$ cat src/rtl/ycbcr444_to_ycbcr422_if.sv
// Video bundle for the YCbCr444 -> YCbCr422 stage: 444 stream in,
// 422 stream and sticky error flags out.
interface ycbcr444_to_ycbcr422_if #(
    parameter int WD_IMG_DATA = 8,
    parameter int WD_ERR_INFO = 4
);
    logic                   s_img_ycbcr444_c_fsync;
    logic                   s_img_ycbcr444_c_vsync;
    logic                   s_img_ycbcr444_c_hsync;
    logic [WD_IMG_DATA-1:0] s_img_ycbcr444_y_mdat0;
    logic [WD_IMG_DATA-1:0] s_img_ycbcr444_b_mdat1;
    logic [WD_IMG_DATA-1:0] s_img_ycbcr444_r_mdat2;

    logic                   m_img_ycbcr422_c_fsync;
    logic                   m_img_ycbcr422_c_vsync;
    logic                   m_img_ycbcr422_c_hsync;
    logic [WD_IMG_DATA-1:0] m_img_ycbcr422_y_mdat0;
    logic [WD_IMG_DATA-1:0] m_img_ycbcr422_c_mdat1;
    logic [WD_ERR_INFO-1:0] m_err_ycbcr_info1;

    modport master (
        output s_img_ycbcr444_c_fsync,
        output s_img_ycbcr444_c_vsync,
        output s_img_ycbcr444_c_hsync,
        output s_img_ycbcr444_y_mdat0,
        output s_img_ycbcr444_b_mdat1,
        output s_img_ycbcr444_r_mdat2,
        input  m_img_ycbcr422_c_fsync,
        input  m_img_ycbcr422_c_vsync,
        input  m_img_ycbcr422_c_hsync,
        input  m_img_ycbcr422_y_mdat0,
        input  m_img_ycbcr422_c_mdat1,
        input  m_err_ycbcr_info1
    );

    modport slave (
        input  s_img_ycbcr444_c_fsync,
        input  s_img_ycbcr444_c_vsync,
        input  s_img_ycbcr444_c_hsync,
        input  s_img_ycbcr444_y_mdat0,
        input  s_img_ycbcr444_b_mdat1,
        input  s_img_ycbcr444_r_mdat2,
        output m_img_ycbcr422_c_fsync,
        output m_img_ycbcr422_c_vsync,
        output m_img_ycbcr422_c_hsync,
        output m_img_ycbcr422_y_mdat0,
        output m_img_ycbcr422_c_mdat1,
        output m_err_ycbcr_info1
    );
endinterface

$ cat src/rtl/ycbcr444_to_ycbcr422.sv
// YCbCr444 -> YCbCr422: chroma averaged (or decimated) over pixel
// pairs, Cb/Cr interleaved on channel 1, fixed 2-cycle latency.
module ycbcr444_to_ycbcr422 #(
    parameter int MD_SIM_ABLE   = 0,
    parameter int MD_CHROMA_AVG = 1,
    parameter int WD_IMG_DATA   = 8,
    parameter int WD_ERR_INFO   = 4
) (
    input logic i_sys_clk,
    input logic i_sys_reset,
    ycbcr444_to_ycbcr422_if.slave vid
);
    localparam int W = WD_IMG_DATA;

    typedef enum logic {
        EVEN = 1'b0,
        ODD  = 1'b1
    } phase_t;

    logic         fsync;
    logic         vsync;
    logic         hsync;
    logic [W-1:0] y_in;
    logic [W-1:0] cb_in;
    logic [W-1:0] cr_in;

    assign fsync = vid.s_img_ycbcr444_c_fsync;
    assign vsync = vid.s_img_ycbcr444_c_vsync;
    assign hsync = vid.s_img_ycbcr444_c_hsync;
    assign y_in  = vid.s_img_ycbcr444_y_mdat0;
    assign cb_in = vid.s_img_ycbcr444_b_mdat1;
    assign cr_in = vid.s_img_ycbcr444_r_mdat2;

    phase_t phase;
    phase_t phase_next;
    logic   armed;
    logic   pix_vld;

    logic         fs1;
    logic         vs1;
    logic         vld1;
    logic         even1;
    logic [W-1:0] y1;
    logic [W-1:0] cb1;
    logic [W-1:0] cr1;

    logic         fs_o;
    logic         vs_o;
    logic         hs_o;
    logic [W-1:0] y_o;
    logic [W-1:0] c_o;
    logic [W-1:0] cr_hold;

    logic [W:0]   cb_sum;
    logic [W:0]   cr_sum;
    logic [W-1:0] cb_pair;
    logic [W-1:0] cr_pair;

    logic [1:0]   err_q;
    logic [1:0]   err_next;
    logic         odd_line;
    logic         bad_sync;

    assign pix_vld = armed & hsync;

    always_ff @(posedge i_sys_clk or posedge i_sys_reset) begin
        if (i_sys_reset) begin
            phase <= EVEN;
        end else begin
            phase <= phase_next;
        end
    end

    always_comb begin
        phase_next = phase;
        if (!hsync) begin
            phase_next = EVEN;
        end else if (armed) begin
            phase_next = (phase == EVEN) ? ODD : EVEN;
        end
    end

    // A line cut by reset is ignored until hsync has been seen low.
    always_ff @(posedge i_sys_clk or posedge i_sys_reset) begin
        if (i_sys_reset) begin
            armed <= 1'b0;
        end else if (!hsync) begin
            armed <= 1'b1;
        end
    end

    always_ff @(posedge i_sys_clk or posedge i_sys_reset) begin
        if (i_sys_reset) begin
            fs1   <= 1'b0;
            vs1   <= 1'b0;
            vld1  <= 1'b0;
            even1 <= 1'b0;
            y1    <= '0;
            cb1   <= '0;
            cr1   <= '0;
        end else begin
            fs1  <= fsync;
            vs1  <= vsync;
            vld1 <= pix_vld;
            if (pix_vld) begin
                even1 <= (phase == EVEN);
                y1    <= y_in;
                cb1   <= cb_in;
                cr1   <= cr_in;
            end
        end
    end

    // Sums are one bit wider so 255+255 rounds to 255 instead of wrapping.
    assign cb_sum  = {1'b0, cb1} + {1'b0, cb_in} + {{W{1'b0}}, 1'b1};
    assign cr_sum  = {1'b0, cr1} + {1'b0, cr_in} + {{W{1'b0}}, 1'b1};
    assign cb_pair = (MD_CHROMA_AVG != 0) ? W'(cb_sum >> 1) : cb1;
    assign cr_pair = (MD_CHROMA_AVG != 0) ? W'(cr_sum >> 1) : cr1;

    always_ff @(posedge i_sys_clk or posedge i_sys_reset) begin
        if (i_sys_reset) begin
            fs_o    <= 1'b0;
            vs_o    <= 1'b0;
            hs_o    <= 1'b0;
            y_o     <= '0;
            c_o     <= '0;
            cr_hold <= '0;
        end else begin
            fs_o <= fs1;
            vs_o <= vs1;
            hs_o <= vld1;
            if (vld1) begin
                y_o <= y1;
                if (!even1) begin
                    c_o <= cr_hold;
                end else if (pix_vld) begin
                    c_o     <= cb_pair;
                    cr_hold <= cr_pair;
                end else begin
                    c_o <= cb1;
                end
            end
        end
    end

    assign odd_line = vld1 & even1 & ~pix_vld;
    assign bad_sync = hsync & ~vsync;

    // Clear on fsync first so an error in the same cycle survives.
    always_comb begin
        err_next = err_q;
        if (fsync) begin
            err_next = 2'b00;
        end
        if (odd_line) begin
            err_next[0] = 1'b1;
        end
        if (bad_sync) begin
            err_next[1] = 1'b1;
        end
    end

    always_ff @(posedge i_sys_clk or posedge i_sys_reset) begin
        if (i_sys_reset) begin
            err_q <= 2'b00;
        end else begin
            err_q <= err_next;
        end
    end

    always_comb begin
        vid.m_err_ycbcr_info1      = '0;
        vid.m_err_ycbcr_info1[1:0] = err_q;
    end

    assign vid.m_img_ycbcr422_c_fsync = fs_o;
    assign vid.m_img_ycbcr422_c_vsync = vs_o;
    assign vid.m_img_ycbcr422_c_hsync = hs_o;
    assign vid.m_img_ycbcr422_y_mdat0 = y_o;
    assign vid.m_img_ycbcr422_c_mdat1 = c_o;
endmodule

$ cat src/flat_wrapper.sv
// flat-port wrapper written by rule: the top's interface ports become plain ports
module ycbcr444_to_ycbcr422_flat 
#(
    parameter int MD_SIM_ABLE   = 0,
    parameter int MD_CHROMA_AVG = 1,
    parameter int WD_IMG_DATA   = 8,
    parameter int WD_ERR_INFO   = 4
)
  (i_sys_clk, i_sys_reset, vid_s_img_ycbcr444_c_fsync, vid_s_img_ycbcr444_c_vsync, vid_s_img_ycbcr444_c_hsync, vid_s_img_ycbcr444_y_mdat0, vid_s_img_ycbcr444_b_mdat1, vid_s_img_ycbcr444_r_mdat2, vid_m_img_ycbcr422_c_fsync, vid_m_img_ycbcr422_c_vsync, vid_m_img_ycbcr422_c_hsync, vid_m_img_ycbcr422_y_mdat0, vid_m_img_ycbcr422_c_mdat1, vid_m_err_ycbcr_info1);
  ycbcr444_to_ycbcr422_if #(.WD_IMG_DATA(WD_IMG_DATA), .WD_ERR_INFO(WD_ERR_INFO)) vid_i ();
  input logic i_sys_clk;
  input logic i_sys_reset;
  input wire logic [$bits(vid_i.s_img_ycbcr444_c_fsync)-1:0] vid_s_img_ycbcr444_c_fsync;
  input wire logic [$bits(vid_i.s_img_ycbcr444_c_vsync)-1:0] vid_s_img_ycbcr444_c_vsync;
  input wire logic [$bits(vid_i.s_img_ycbcr444_c_hsync)-1:0] vid_s_img_ycbcr444_c_hsync;
  input wire logic [$bits(vid_i.s_img_ycbcr444_y_mdat0)-1:0] vid_s_img_ycbcr444_y_mdat0;
  input wire logic [$bits(vid_i.s_img_ycbcr444_b_mdat1)-1:0] vid_s_img_ycbcr444_b_mdat1;
  input wire logic [$bits(vid_i.s_img_ycbcr444_r_mdat2)-1:0] vid_s_img_ycbcr444_r_mdat2;
  output wire logic [$bits(vid_i.m_img_ycbcr422_c_fsync)-1:0] vid_m_img_ycbcr422_c_fsync;
  output wire logic [$bits(vid_i.m_img_ycbcr422_c_vsync)-1:0] vid_m_img_ycbcr422_c_vsync;
  output wire logic [$bits(vid_i.m_img_ycbcr422_c_hsync)-1:0] vid_m_img_ycbcr422_c_hsync;
  output wire logic [$bits(vid_i.m_img_ycbcr422_y_mdat0)-1:0] vid_m_img_ycbcr422_y_mdat0;
  output wire logic [$bits(vid_i.m_img_ycbcr422_c_mdat1)-1:0] vid_m_img_ycbcr422_c_mdat1;
  output wire logic [$bits(vid_i.m_err_ycbcr_info1)-1:0] vid_m_err_ycbcr_info1;
  assign vid_i.s_img_ycbcr444_c_fsync = vid_s_img_ycbcr444_c_fsync;
  assign vid_i.s_img_ycbcr444_c_vsync = vid_s_img_ycbcr444_c_vsync;
  assign vid_i.s_img_ycbcr444_c_hsync = vid_s_img_ycbcr444_c_hsync;
  assign vid_i.s_img_ycbcr444_y_mdat0 = vid_s_img_ycbcr444_y_mdat0;
  assign vid_i.s_img_ycbcr444_b_mdat1 = vid_s_img_ycbcr444_b_mdat1;
  assign vid_i.s_img_ycbcr444_r_mdat2 = vid_s_img_ycbcr444_r_mdat2;
  assign vid_m_img_ycbcr422_c_fsync = vid_i.m_img_ycbcr422_c_fsync;
  assign vid_m_img_ycbcr422_c_vsync = vid_i.m_img_ycbcr422_c_vsync;
  assign vid_m_img_ycbcr422_c_hsync = vid_i.m_img_ycbcr422_c_hsync;
  assign vid_m_img_ycbcr422_y_mdat0 = vid_i.m_img_ycbcr422_y_mdat0;
  assign vid_m_img_ycbcr422_c_mdat1 = vid_i.m_img_ycbcr422_c_mdat1;
  assign vid_m_err_ycbcr_info1 = vid_i.m_err_ycbcr_info1;
  ycbcr444_to_ycbcr422 #(.MD_SIM_ABLE(MD_SIM_ABLE), .MD_CHROMA_AVG(MD_CHROMA_AVG), .WD_IMG_DATA(WD_IMG_DATA), .WD_ERR_INFO(WD_ERR_INFO)) u_core (.i_sys_clk(i_sys_clk), .i_sys_reset(i_sys_reset), .vid(vid_i));
endmodule
$ cat config.mk
export PLATFORM = sky130hd
export DESIGN_NAME = ycbcr444_to_ycbcr422_flat
export DESIGN_NICKNAME = d
export VERILOG_FILES = /design/src/rtl/ycbcr444_to_ycbcr422_if.sv /design/src/rtl/ycbcr444_to_ycbcr422.sv /design/src/flat_wrapper.sv
export SDC_FILE = /design/constraint.sdc
export NUM_CORES = 1
export LEC_CHECK = 0
export ABC_AREA = 1
export CAP_MARGIN = 10
export CELL_PAD_IN_SITES_DETAIL_PLACEMENT = 1
export CELL_PAD_IN_SITES_GLOBAL_PLACEMENT = 1
export CORE_UTILIZATION = 30
export CTS_BUF_LIST = sky130_fd_sc_hd__clkbuf_4 sky130_fd_sc_hd__clkbuf_8 sky130_fd_sc_hd__clkbuf_16
export CTS_CLUSTER_DIAMETER = 60
export DETAILED_ROUTE_END_ITERATION = 16
export GPL_ROUTABILITY_DRIVEN = 0
export PLACE_DENSITY_LB_ADDON = 0.1
export SLEW_MARGIN = 25
export SYNTH_ARGS = -nofsm -noshare
export SYNTH_HDL_FRONTEND = slang
export SYNTH_SLANG_ARGS = --single-unit
$ cat constraint.sdc
create_clock -name i_sys_clk -period 2.2 [get_ports i_sys_clk]
set_clock_uncertainty 0.2 [all_clocks]
set_input_delay 0.22 -clock i_sys_clk [delete_from_list [all_inputs] [get_ports i_sys_clk]]
set_output_delay 0.22 -clock i_sys_clk [all_outputs]
set_load 0.02 [all_outputs]
==> results.yml <==
clocking:
  ctsResizeCount: 0
  clk_latency_ns: 0.33
  cts_setup_buffers: 0
  cts.htree.levels: 3
  cts_tree: "yes"
  hold_buffers: 0
  clock_sinks: 59
  numCtsBuffers: 9
  path_clk_slew_ns: 0.07
  cts_root_buffer: "clkbuf_8"
  clockBufferDepth: 2
yosys:
  netlist_area_sq_um: 2990
  seq_area_frac_synth_pct: 49.5
  yosys.cell_types.count: 27
  syn_avg_cell_area_sq_um: 7.98
  synthArstFlopShare_pct: 100
  synth_warnings: 0
  postSynthCellCount: 374
  synth_area_leader_cell: "dfrtp_1"
  synth_enable_flop_cells: 0
  synth.area.top_cells: "dfrtp_1 49%, nand2_1 21%, ha_1 5.9%"
  synth-seq-cells: 59
  ys.flop_type: "dfrtp_1"
  netlist.area_leader.share_pct: 49.5
timing:
  slew_viol_final: 0
  hold_viol_final: 0
  final.min_clock_period_ns: 1.92
  setup_viol: 0
  fin_crit_sh_pct: 87.3
  fmax_mhz: 521
  rsz0062_at_grt: "no"
  layout_setup_ws_ns: 0.280
die:
  io_pins: 52
  rows: 36
  dieArea_sq_um: 10400
  core_sq_um: 9730
  die_w_microns: 102
  initial_core_util_pct: 30.7
  die_h_microns: 102
grt:
  grt_pass1_wl_mm: 12.7
  antenna_found_initial: 0
  first_global_vias: 2662
  grt-ovfl-total: 0
  grt_max_degree: 60
  grt.total_usage_pct: 16.2
critical_path:
  end_kind: "register"
  crit_path_start_kind: "register"
  cp_max_fo: 3
  cp.required_ns: 2.21
  worstPathArrival_ns: 1.93
  path_class: "reg2reg"
run_status:
  status: "finished clean"
detailed_routing:
  vias: 2545
  wl_per_cell_microns: 13.1
  routed_via_density: 4.45
  drt_wl_total_mm: 7.52
  drt_iter0_markers: 55
  drc_errors: 0
  ant_nets: 0
  drtPass1Iterations: 4
layout:
  final_cell_mix: "168 x nand2_1, 59 x dfrtp_1, 49 x clkdlybuf4s50_1"
  layout_commonest_cell: "nand2_1"
  syn2layout_area_growth_pct: 30.8
  fillers: 1205
  stdcell_count: 572
  final-seq-area_sq_um: 1480
  drive_gt1_share_pct: 7.74
  nets: 479
  multi_input_area_sq_um: 1290
  num_antenna_cells: 0
placement:
  placed_cells: 556
  dp_slack_ns: -0.0469
  port_buffers: 49
  hpwl_mm: 5.53
pwr:
  power_density_nw_per_um2: 922
  leakage_nw: 2.01
  peakVddDrop_mv: 0.363
job:
  drv_cap: 0
min_path:
  hold_path_class: "in2async"
-- routing by layer --
layer	part of all wire [%]	GRT usage [%]	vias to the layer above	wire (microns)
li1	-	-	1292	-
met3	3.4	2.69	14	255
met1	48	20.5	1195	3590
met4	2.3	7.02	0	176
met2	46	27.3	44	3490
met5	0	0	-	0
-- final cells by class --
| class | instances | area share [%] |
|---|---|---|
| multi-input combinational | 269 | 33.2 |
| sequential | 59 | 37.8 |
| clock inverter | 7 | 3.21 |
| inverter | 35 | 3.37 |
| timing repair buffer | 60 | 15.0 |
| tap | 133 | 4.26 |
| clock buffer | 9 | 3.17 |
-- final timing paths --
check,startpoint,to,slack [ns],depth (start not counted)
setup / recovery,u_core.cr1[0],u_core.cr_hold[5],0.28,8
hold / removal,i_sys_reset,u_core.cb1[2],0.07,3
setup reg to reg,u_core.cr1[0],u_core.cr_hold[5],0.28,8
hold reg to reg,u_core.fs1,u_core.vid.m_img_ycbcr422_c_fsync,0.15,0
max in group asynchronous,i_sys_reset,u_core.cr1[0],1.46,3
min in group i_sys_clk,u_core.fs1,u_core.vid.m_img_ycbcr422_c_fsync,0.15,0
-- synth_stat cells (2+ instances only) --
cell	number
nand2_1	168
dfrtp_1	59
inv_1	31
a21oi_1	18
nand3_1	18
o21ai_0	17
ha_1	14
nor2_1	12
buf_2	6
nand3b_1	4
buf_4	3
buf_6	3
inv_2	3
o22ai_1	3
fa_1	2
nand4_1	2
-- kinds of logic after synthesis --
family                     after synthesis  share of synthesized area, %
and+or+nand+nor                        208                          28.1
other                                    1                         0.126
adders and majority gates               16                          7.21
AOI/OAI and AO/OA                       41                          7.25
DFF                                     59                          49.5
buffers and inverters                   47                          7.29
xor gates and xnor gates                 2                         0.587
-- state kept, by name, indices dropped and copies added, names as in the netlist, 2 cells and up --
| signal | flops |
|---|---|
| u_core.cr_hold | 8 |
| u_core.cb1 | 8 |
| u_core.vid.m_img_ycbcr422_c_mdat1 | 8 |
| u_core.cr1 | 8 |
| u_core.vid.m_img_ycbcr422_y_mdat0 | 8 |
| u_core.y1 | 8 |
| u_core.err_q | 2 |
-- worst max-delay path: stages (launching register included) --
cell and delay (ns):
dfrtp_1 0.38, nor2_1 0.18, inv_1 0.08, fa_1 0.41
nand3_1 0.09, nand2_1 0.10, a21oi_1 0.16, and2_1 0.14
o22ai_1 0.07
-- report_power, final --
part	leakage [nW]	internal, W	switching (W)	total (W)
Combinational	1.16	0.000420	0.000546	0.000967
Clock	0.124	0.000762	0.000461	0.00122
Sequential	0.727	0.00129	0.000123	0.00141
Total	2.01	0.00247	0.00113	0.00360
-- metrics by stage --
step / TNS [ns] / utilization (%) / hold slack (ns) / total power [W] / instance area (sq um)
after detailed placement: -0.0866 / 37.6 / 0.136 / 0.00242 / 3650
after floorplan: 0 / - / 0.0514 / 0.00202 / 2990
after CTS: 0 / 40.1 / 0.0734 / 0.00367 / 3900
final: 0 / 40.1 / 0.0706 / 0.00360 / 3900
after global routing: 0 / 40.1 / 0.0896 / 0.00385 / 3900
after global placement: -0.00604 / 37.6 / 0.134 / 0.00239 / 3650
(Power assumes the default switching activity.)
